File: src/rtl/conv_seq_pkg.sv
// Shared types and constants for the tiled GEMM/conv pass sequencer.
package conv_seq_pkg;

  localparam int ARRAY_W_DEF = 8;
  localparam int FLUSH_LEN   = 2 * ARRAY_W_DEF - 1;

  typedef enum logic [2:0] {
    IDLE,
    WLOAD,
    WLATCH,
    STREAM,
    DRAIN,
    DONE,
    BUSY_DEGEN
  } seq_state_e;

  // Cycles between the first activation row entering the skewed array and
  // the first valid accumulator output.
  function automatic int flush_len(input int array_w);
    return 2 * array_w - 1;
  endfunction

endpackage

File: src/rtl/tile_loop_counter.sv
// Up-counter with a captured limit; holds at limit-1 and flags it as last.
module tile_loop_counter #(
  parameter int W = 8
) (
  input  logic         clk,
  input  logic         rst,
  input  logic         load,
  input  logic         clear,
  input  logic         en,
  input  logic [W-1:0] limit,
  output logic [W-1:0] count,
  output logic         last
);

  logic [W-1:0] lim_q;

  // NOTE: async active-low reset in the sensitivity list, and only
  // non-blocking assignments for state so every flop samples pre-edge values.
  always_ff @(posedge clk or negedge rst) begin
    if (!rst) begin
      count <= '0;
      lim_q <= '0;
    end else if (load) begin
      count <= '0;
      lim_q <= limit;
    end else if (clear) begin
      count <= '0;
    end else if (en && !last) begin
      count <= count + W'(1);
    end
  end

  assign last = (count == lim_q - W'(1));

endmodule

File: src/rtl/conv_tile_sequencer.sv
// Sequences weight load, latch, activation stream and drain for each K tile
// and column tile of one weight-stationary pass on the systolic array.
module conv_tile_sequencer
  import conv_seq_pkg::*;
#(
  parameter int ARRAY_W = ARRAY_W_DEF,
  parameter int KT_W    = 5,
  parameter int NT_W    = 11,
  parameter int MR_W    = 11
) (
  input  logic            clk,
  input  logic            rst,
  input  logic            start,
  input  logic [KT_W-1:0] cfg_k_tiles,
  input  logic [NT_W-1:0] cfg_n_tiles,
  input  logic [MR_W-1:0] cfg_m_rows,
  input  logic            out_stall,
  output logic            busy,
  output logic            done,
  output logic            weight_buffer_load_en,
  output logic            write_weight_en,
  output logic            input_buffer_out_en,
  output logic            input_buffer_delay_clear,
  output logic            output_buffer_acc_clear,
  output logic            output_buffer_acc_en,
  output logic            output_buffer_out_en,
  output logic            tile_weight_next_row_en,
  output logic            tile_input_next_col_en,
  output logic [NT_W-1:0] tile_col_idx,
  output logic [KT_W-1:0] inner_loop_idx
);

  localparam int FLUSH = flush_len(ARRAY_W);
  localparam int AW_B  = $clog2(2 * ARRAY_W);
  // Wide enough for m_rows + FLUSH without overflow.
  localparam int CW    = ((MR_W > AW_B) ? MR_W : AW_B) + 1;

  seq_state_e state, state_nxt;
  logic [MR_W-1:0] m_q;

  logic [CW-1:0] ph_cnt, ph_limit, win_len;
  logic          ph_load, ph_en, ph_last;
  logic          k_load, k_clear, k_en, k_last;
  logic          n_load, n_clear, n_en, n_last;

  logic accept, degen, stream_end, drain_fire, drain_end;

  assign accept     = (state == IDLE) && start;
  assign degen      = (cfg_k_tiles == '0) || (cfg_n_tiles == '0) || (cfg_m_rows == '0);
  assign stream_end = (state == STREAM) && ph_last;
  assign drain_fire = (state == DRAIN) && !out_stall;
  assign drain_end  = drain_fire && ph_last;
  assign win_len    = CW'(m_q) + CW'(FLUSH);

  always_ff @(posedge clk or negedge rst) begin
    if (!rst) begin
      state <= IDLE;
      m_q   <= '0;
    end else begin
      state <= state_nxt;
      if (accept) m_q <= cfg_m_rows;
    end
  end

  // NOTE: every signal driven here gets a default first, so no path leaves
  // it unassigned and no latch is inferred.
  always_comb begin
    state_nxt = state;
    unique case (state)
      IDLE:       if (start) state_nxt = degen ? BUSY_DEGEN : WLOAD;
      WLOAD:      if (ph_last) state_nxt = WLATCH;
      WLATCH:     state_nxt = STREAM;
      STREAM:     if (ph_last) state_nxt = k_last ? DRAIN : WLOAD;
      DRAIN:      if (drain_end) state_nxt = n_last ? DONE : WLOAD;
      DONE:       state_nxt = IDLE;
      BUSY_DEGEN: state_nxt = DONE;
      default:    state_nxt = IDLE;
    endcase
  end

  // One phase counter serves the load, stream-window and drain-row counts;
  // it is reloaded with the next phase's length on each transition.
  always_comb begin
    ph_load  = 1'b0;
    ph_en    = 1'b0;
    ph_limit = CW'(ARRAY_W);
    unique case (state)
      IDLE:   ph_load = start;
      WLOAD:  ph_en = 1'b1;
      WLATCH: begin
        ph_load  = 1'b1;
        ph_limit = win_len;
      end
      STREAM: begin
        ph_en = 1'b1;
        if (ph_last) begin
          ph_load  = 1'b1;
          ph_limit = k_last ? CW'(m_q) : CW'(ARRAY_W);
        end
      end
      DRAIN: begin
        ph_en   = drain_fire;
        ph_load = drain_end;
      end
      default: ;
    endcase
  end

  assign k_load  = accept;
  assign k_clear = drain_end;
  assign k_en    = stream_end && !k_last;
  assign n_load  = accept;
  assign n_clear = (state == DONE);
  assign n_en    = drain_end && !n_last;

  tile_loop_counter #(.W(CW)) u_phase_cnt (
    .clk(clk), .rst(rst), .load(ph_load), .clear(1'b0), .en(ph_en),
    .limit(ph_limit), .count(ph_cnt), .last(ph_last)
  );

  tile_loop_counter #(.W(KT_W)) u_inner_cnt (
    .clk(clk), .rst(rst), .load(k_load), .clear(k_clear), .en(k_en),
    .limit(cfg_k_tiles), .count(inner_loop_idx), .last(k_last)
  );

  tile_loop_counter #(.W(NT_W)) u_col_cnt (
    .clk(clk), .rst(rst), .load(n_load), .clear(n_clear), .en(n_en),
    .limit(cfg_n_tiles), .count(tile_col_idx), .last(n_last)
  );

  assign busy                     = (state != IDLE);
  assign done                     = (state == DONE);
  assign weight_buffer_load_en    = (state == WLOAD);
  assign write_weight_en          = (state == WLATCH);
  assign input_buffer_delay_clear = (state == WLATCH);
  assign output_buffer_acc_clear  = (state == WLATCH) && (inner_loop_idx == '0);
  assign input_buffer_out_en      = (state == STREAM) && (ph_cnt < CW'(m_q));
  assign output_buffer_acc_en     = (state == STREAM) && (ph_cnt >= CW'(FLUSH));
  assign output_buffer_out_en     = drain_fire;
  assign tile_weight_next_row_en  = stream_end && !k_last;
  assign tile_input_next_col_en   = drain_end;

endmodule
File: config.mk
export PLATFORM = sky130hd
export DESIGN_NAME = conv_tile_sequencer
export DESIGN_NICKNAME = d
export VERILOG_FILES = /design/src/rtl/conv_seq_pkg.sv /design/src/rtl/tile_loop_counter.sv /design/src/rtl/conv_tile_sequencer.sv
export SDC_FILE = /design/constraint.sdc
export NUM_CORES = 1
export LEC_CHECK = 0
export CAP_MARGIN = 20
export CORE_AREA = 5 5 102 104
export CTS_CLUSTER_DIAMETER = 30
export DETAILED_ROUTE_END_ITERATION = 8
export DIE_AREA = 0 0 107 109
export HOLD_SLACK_MARGIN = 0.02
export PLACE_DENSITY = 0.79
export SLEW_MARGIN = 20
export SYNTH_ARGS = -nofsm -noshare
export SYNTH_HDL_FRONTEND = slang
export SYNTH_SLANG_ARGS = --single-unit
File: constraint.sdc
create_clock -name clk -period 3.16 [get_ports clk]
set_input_delay 0.632 -clock clk [delete_from_list [all_inputs] [get_ports clk]]
set_output_delay 0.632 -clock clk [all_outputs]
set_load 0.01 [all_outputs]
Word level (Yosys, flattened, before mapping)
Cells that the tools add are included.

storage, ports and cells
  register bits = 70
  input port bits = 31
  output and inout bits = 27
  word-level logic and storage cells = 81

operators by class
  equal/unequal tests = 13
  mux-type cells = 22
  order comparisons = 2
  reductions and logical operators = 29
  add/subtract/negate cells = 7

operators with widths
  cell                   count
  $mux 11                5
  $mux 12                2
  $pmux 12 s2            1
  $logic_not 11->1       2
  $mux 3                 7
  $pmux 3 s6             1
  $mux 5                 3
  $add 11x4->12 const B  1
  $add 12x1->12 const B  1
  $eq 12x12->1           1
  $ge 12x4->1 const B    1
  $logic_and 1x1->1      12
  $lt 12x11->1           1
  $sub 12x1->12 const B  1
  $add 11x1->11 const B  1
  $eq 11x11->1           1
  $sub 11x1->11 const B  1
  $logic_not 5->1        2
  $eq 3x3->1 const B     3
  $reduce_bool 3->1      3
  $eq 3x2->1 const B     2
  $ne 2x2->1 const B     3
  $add 5x1->5 const B    1
  $eq 5x5->1             1
  other kinds (12)       16

Logic depth before layout (Yosys ltp)
  depth in word-level cells = 8
  gate-level depth with buffers = 13
  depth with buffers taken out = 10

Modules after synthesis
Synthesis repeated with hierarchy kept, for this count alone.

second synthesis, totals
  cell total of the unflattened synthesis = 557
  area, all modules = 5026.1 um^2

by module, submodules not included
  module                           area an instance (um^2)  times used  sequential area each (um^2)  cells an instance
  tile_loop_counter (u_phase_cnt)  1554.0                   1           600.6                        164
  conv_tile_sequencer              1472.7                   1           350.3                        192
  tile_loop_counter (u_col_cnt)    1427.6                   1           550.5                        144
  tile_loop_counter (u_inner_cnt)  571.8                    1           250.2                        57

Least setup slack after synthesis
OpenSTA, ideal clock, no wires.

  kind = register -> register
  start point = register u_phase_cnt.lim_q[0]
  end point = register u_col_cnt.count[3]
  slack = 232 ps
  required time = 3028 ps
  buffers on the path = 3
  period minus slack after synthesis = 2928 ps
  arrival time = 2796 ps
  cell stages (with the launch flop) = 14
  setup time = 132 ps
  cell sequence = dfrtp_1 -> inv_1 -> ha_1 -> or4b_4 -> or3_1 -> a211oi_2 -> and2_1 -> and4_1 -> buf_6 -> nand3_2 -> buf_6 -> clkbuf_1 -> o211ai_1 -> o31ai_1

on the way
  cells in the longest elaborated chain, start to end = 6

ends and longest elaborated chain
  item                         RTL line                    source
  start: declaration           tile_loop_counter.sv:15     logic [W-1:0] lim_q;
  start signal: assignment     tile_loop_counter.sv:25     lim_q <= limit;
  $sub 12x1->12                tile_loop_counter.sv:33     assign last = (count == lim_q - W'(1));
  $eq 12x12->1                 tile_loop_counter.sv:33
  $logic_and 1x1->1            conv_tile_sequencer.sv:52   assign drain_end = drain_fire && ph_last;
  $logic_and 1x1->1            conv_tile_sequencer.sv:114  assign n_en = drain_end && !n_last;
  $logic_and 1x1->1            tile_loop_counter.sv:28     end else if (en && !last) begin
  $reduce_bool 3->1 (no line)  -
  end signal: assignment       tile_loop_counter.sv:29     count <= count + W'(1);
  end: declaration             tile_loop_counter.sv:11     output logic [W-1:0] count,

Every way passes these cells.
A chain may end at the register's enable or synchronous reset.

Worst setup path after layout
  start point = register u_phase_cnt.lim_q[0]
  end point = output port tile_input_next_col_en

on the way
  cells in the longest elaborated chain, start to end = 3

ends and longest elaborated chain
  item               RTL line                   source
  $sub 12x1->12      tile_loop_counter.sv:33
  $eq 12x12->1       tile_loop_counter.sv:33
  $logic_and 1x1->1  conv_tile_sequencer.sv:52
  end: declaration   conv_tile_sequencer.sv:28  output logic tile_input_next_col_en,

Every way passes these cells.

==> impl_results.html <==
<table>
<tr><th>Metric</th><th>Value</th></tr>
<tr><th colspan="2">CTS</th></tr>
<tr><td>Deepest clock path buffer count</td><td>2</td></tr>
<tr><td>Root buffer cell</td><td>clkbuf_8</td></tr>
<tr><td>Hold-fix buffers at CTS</td><td>0</td></tr>
<tr><td>Number of sinks handled by clock tree synthesis</td><td>70</td></tr>
<tr><td>Num CTS Buffers</td><td>9</td></tr>
<tr><td>CTS tree</td><td>built</td></tr>
<tr><td>Post-CTS clock slew at the launch and capture registers of the worst setup and hold paths</td><td>0.08 ns</td></tr>
<tr><td>Maximum level of the CTS H-tree</td><td>3</td></tr>
<tr><td>Clk_lat worst skew</td><td>0.35 ns</td></tr>
<tr><th colspan="2">Timing</th></tr>
<tr><td>Max_slew headroom</td><td>0.621</td></tr>
<tr><td>Endpoints failing setup</td><td>7</td></tr>
<tr><td>Peak clock frequency supported by timing</td><td>0.301 GHz</td></tr>
<tr><td>Number of max-slew violations in the final report</td><td>0</td></tr>
<tr><td>Actual slew at the worst max-slew pin</td><td>0.563 ns</td></tr>
<tr><td>Final total negative setup slack</td><td>-0.476 ns</td></tr>
<tr><td>Setup repair after global routing missed its margin</td><td>yes</td></tr>
<tr><td>Fin worst setup slack</td><td>-0.163 ns</td></tr>
<tr><td>Final min period</td><td>3.32 ns</td></tr>
<tr><td>Post-route fraction of the period consumed by the critical path</td><td>1.05</td></tr>
<tr><td>Setup Skew</td><td>0.00817 ns</td></tr>
<tr><td>Count of endpoints failing hold in the final timing report</td><td>0</td></tr>
<tr><th colspan="2">Final layout</th></tr>
<tr><td>Final #Nets</td><td>668</td></tr>
<tr><td>Final design instance area without fill</td><td>5840 um2</td></tr>
<tr><td>Layout cells sized above 1</td><td>0.162</td></tr>
<tr><td>Fin cells</td><td>738</td></tr>
<tr><td>Area overhead of the layout relative to synthesis</td><td>27.3%</td></tr>
<tr><td>Number of antenna cells inserted</td><td>0</td></tr>
<tr><th colspan="2">Outcome</th></tr>
<tr><td>Violations in the final reports</td><td>setup timing</td></tr>
<tr><td>Status</td><td>complete, but fails checks</td></tr>
<tr><th colspan="2">Placement</th></tr>
<tr><td>Instance count after placement with tap cells included</td><td>716</td></tr>
<tr><td>Sum of net half-perimeters after detailed placement</td><td>9.61 mm</td></tr>
<tr><td>Weighted congestion reported at the end of routability-driven placement</td><td>0.971</td></tr>
<tr><td>Port Buf Inserts</td><td>57</td></tr>
<tr><td>Placed instance area</td><td>5480 um2</td></tr>
<tr><th colspan="2">Synthesis</th></tr>
<tr><td>Largest area contributor in the netlist</td><td>dfrtp_1</td></tr>
<tr><td>Fraction of synthesized cell area taken by the top area cell type</td><td>0.382</td></tr>
<tr><td>Share of synthesized area occupied by flip-flops and latches</td><td>0.382</td></tr>
<tr><td>Cells after Synth</td><td>530</td></tr>
<tr><td>Largest cells by area after synthesis</td><td>dfrtp_1, o21ai_0, ha_1</td></tr>
<tr><td>Most common flop cell mapped by yosys</td><td>dfrtp_1</td></tr>
<tr><td>Ranking of synthesized cells by instance count</td><td>dfrtp_1, o21ai_0, nand2_1</td></tr>
<tr><td>Number of enable flip-flop cells after synthesis</td><td>0</td></tr>
<tr><td>Synthesized area per cell</td><td>8.66 um2</td></tr>
<tr><td>Synth Net Count</td><td>579</td></tr>
<tr><td>Most common cell in the netlist</td><td>dfrtp_1</td></tr>
<tr><td>Share of synthesized registers carrying an async set or reset</td><td>1.00</td></tr>
<tr><td>Flop and latch count out of synthesis</td><td>70</td></tr>
<tr><td>Mapped Area</td><td>4590 um2</td></tr>
<tr><td>Yosys synthesis warning count</td><td>0</td></tr>
<tr><td>Count of distinct cell types in the synthesized netlist</td><td>55</td></tr>
<tr><th colspan="2">Worst setup path</th></tr>
<tr><td>CP max stage delay</td><td>0.46 ns</td></tr>
<tr><td>CP required</td><td>2.53 ns</td></tr>
<tr><td>CP cell instances</td><td>inv_2, ha_4, or4b_4, or3_4, a211oi_2, and2_1, and4_1, and3_4, buf_6</td></tr>
<tr><td>Capturing element type of the critical path</td><td>output pin</td></tr>
<tr><td>Worst endpoint data arrival time</td><td>2.69 ns</td></tr>
<tr><td>Peak fanout along the critical path</td><td>2</td></tr>
<tr><td>Worst-case reg-to-reg path depth</td><td>12</td></tr>
<tr><td>Crit-path slowest cell</td><td>or4b_4</td></tr>
<tr><td>Nature of the critical path startpoint</td><td>register</td></tr>
<tr><td>WS Path Type</td><td>reg2out</td></tr>
<tr><th colspan="2">Global route</th></tr>
<tr><td>GR Overflow Total</td><td>0</td></tr>
<tr><td>Overall global routing resource usage</td><td>0.228</td></tr>
<tr><td>Antenna violations before repair</td><td>0</td></tr>
<tr><td>First-pass GRT wire length</td><td>21.2 mm</td></tr>
<tr><td>Via count of the first global-routing pass</td><td>4,281</td></tr>
<tr><td>Maximum number of pins on one net before global-route repair</td><td>48</td></tr>
<tr><th colspan="2">Die</th></tr>
<tr><td>Chip Height</td><td>109 um</td></tr>
<tr><td>I/O pin cnt</td><td>58</td></tr>
<tr><td>Overall die area</td><td>11,700 um2</td></tr>
<tr><td>Die width</td><td>107 um</td></tr>
<tr><td>Area of the placeable core</td><td>9460 um2</td></tr>
<tr><td>Starting utilization of the core area</td><td>0.485</td></tr>
<tr><td>Number of placement rows</td><td>36</td></tr>
<tr><th colspan="2">Route</th></tr>
<tr><td>Number of vias per cell after detailed routing</td><td>5.97</td></tr>
<tr><td>DRC violation total after the first TritonRoute iteration</td><td>365</td></tr>
<tr><td>Count of vias placed by the detailed router</td><td>4,409</td></tr>
<tr><td>Remaining DRCs</td><td>0</td></tr>
<tr><td>Wire length per cell after detailed routing</td><td>17.0 um</td></tr>
<tr><td>Total wirelength of the detailed-routed design</td><td>12.6 mm</td></tr>
<tr><td>Number of detailed-route iterations in the first pass</td><td>5</td></tr>
<tr><td>Antenna Violating Nets Remaining</td><td>0</td></tr>
<tr><th colspan="2">Pwr</th></tr>
<tr><td>PwrDens</td><td>822 nW/um2</td></tr>
<tr><td>IR Drop Worst-Case VDD</td><td>417 uV</td></tr>
<tr><td>Leakage power summed over all cells</td><td>0.00251 uW</td></tr>
<tr><th colspan="2">Run</th></tr>
<tr><td>Max cap viols</td><td>0</td></tr>
<tr><th colspan="2">Worst hold path</th></tr>
<tr><td>Classification of the worst-slack hold path</td><td>in2async</td></tr>
</table>
## final cells by class
type,count,area [um2]
fillers,779,3610
multi-input cells,410,2710
flip-flops and latches,70,1750
repair buffers,100,880
clock buffers,11,151
well taps,114,143
clock inverters,5,105
inverters,28,105
## layout by cell type (no fill, tap or decap), drive strengths merged, types with 18 or more instances in the layout
master / Yosys / layout
o21ai: 47 / 47
xnor2: 25 / 25
inv: 28 / 28
buf: 7 / 46
ha: 18 / 18
nor2: 42 / 42
a21oi: 22 / 22
clkdlybuf4s50: 0 / 53
nand3: 33 / 33
dfrtp: 70 / 70
nand2: 45 / 45
xor2: 22 / 22
## layer usage
metal | part of all wire | GRT usage
met5 | 0 | 0
met4 | 0.028 | 0.105
met3 | 0.056 | 0.0237
met2 | 0.47 | 0.364
met1 | 0.44 | 0.313
## path summary, 6_finish.rpt
check                                                 start                                to  slack [ns]
setup / recovery           u_phase_cnt.lim_q[0]$_DFFE_PN0P_            tile_input_next_col_en       -0.16
hold / removal                                          rst    u_col_cnt.count[4]$_DFFE_PN0P_        0.20
setup reg to reg           u_phase_cnt.lim_q[0]$_DFFE_PN0P_    u_col_cnt.count[4]$_DFFE_PN0P_       -0.04
hold reg to reg                          m_q[9]$_DFFE_PN0P_  u_phase_cnt.lim_q[9]$_DFFE_PN0P_        0.52
max in group asynchronous                               rst  u_phase_cnt.lim_q[1]$_DFFE_PN0P_        2.17
min in group clk                         m_q[9]$_DFFE_PN0P_  u_phase_cnt.lim_q[9]$_DFFE_PN0P_        0.52
## state kept, by name, summed over array words and instances (netlist names)
signal,cells
m_q,11
u_col_cnt.lim_q,11
state,3
u_inner_cnt.lim_q,5
u_phase_cnt.lim_q,12
u_col_cnt.count,11
u_inner_cnt.count,5
u_phase_cnt.count,12
## worst max-delay path, delay by kind of cell (launching register included)
family | cells | cell delay [ns]
AOI/OAI and AO/OA | 1 | 0.24
and+or+nand+nor | 5 | 1.39
DFF | 1 | 0.40
adders and majority gates | 1 | 0.13
buffers and inverters | 2 | 0.18
## power by group
part           total [uW]  internal, uW  switching (uW)  leakage (uW)
Combinational        2400          1110            1280       0.00148
Sequential           1500          1170             327      0.000904
Clock                 913           567             346      0.000122
Total                4810          2850            1960       0.00251
## metrics by stage
stage,hold slack (ns),utilization,worst slack [ns],power (uW)
6_report,0.203,0.618,-0.163,4810
5_1_grt,0.230,0.618,-0.266,5150
4_1_cts,0.203,0.609,-0.132,4710
3_5_place_dp,0.499,0.579,-0.238,3740
3_3_place_gp,0.494,0.579,-0.155,3630
2_1_floorplan,0.336,-,0.232,2940
## logic make-up after synthesis
family          Yosys count  synth area share
xor+xnor                 47            0.0897
fa+ha+maj                18            0.0491
compound gates          118             0.163
simple gates            214             0.240
flops                    70             0.382
buf+inv                  50            0.0458
mux                      13            0.0314
## what timing repair did
action | 4_1_cts | 5_1_grt
resized for setup | 13 | 26
hold endpoints to repair | 0 | 0
pin swaps | 4 | 7
endpoints found under the setup margin | 14 | 44
buffers inserted | 4 | 2
(Power assumes the default switching activity.)
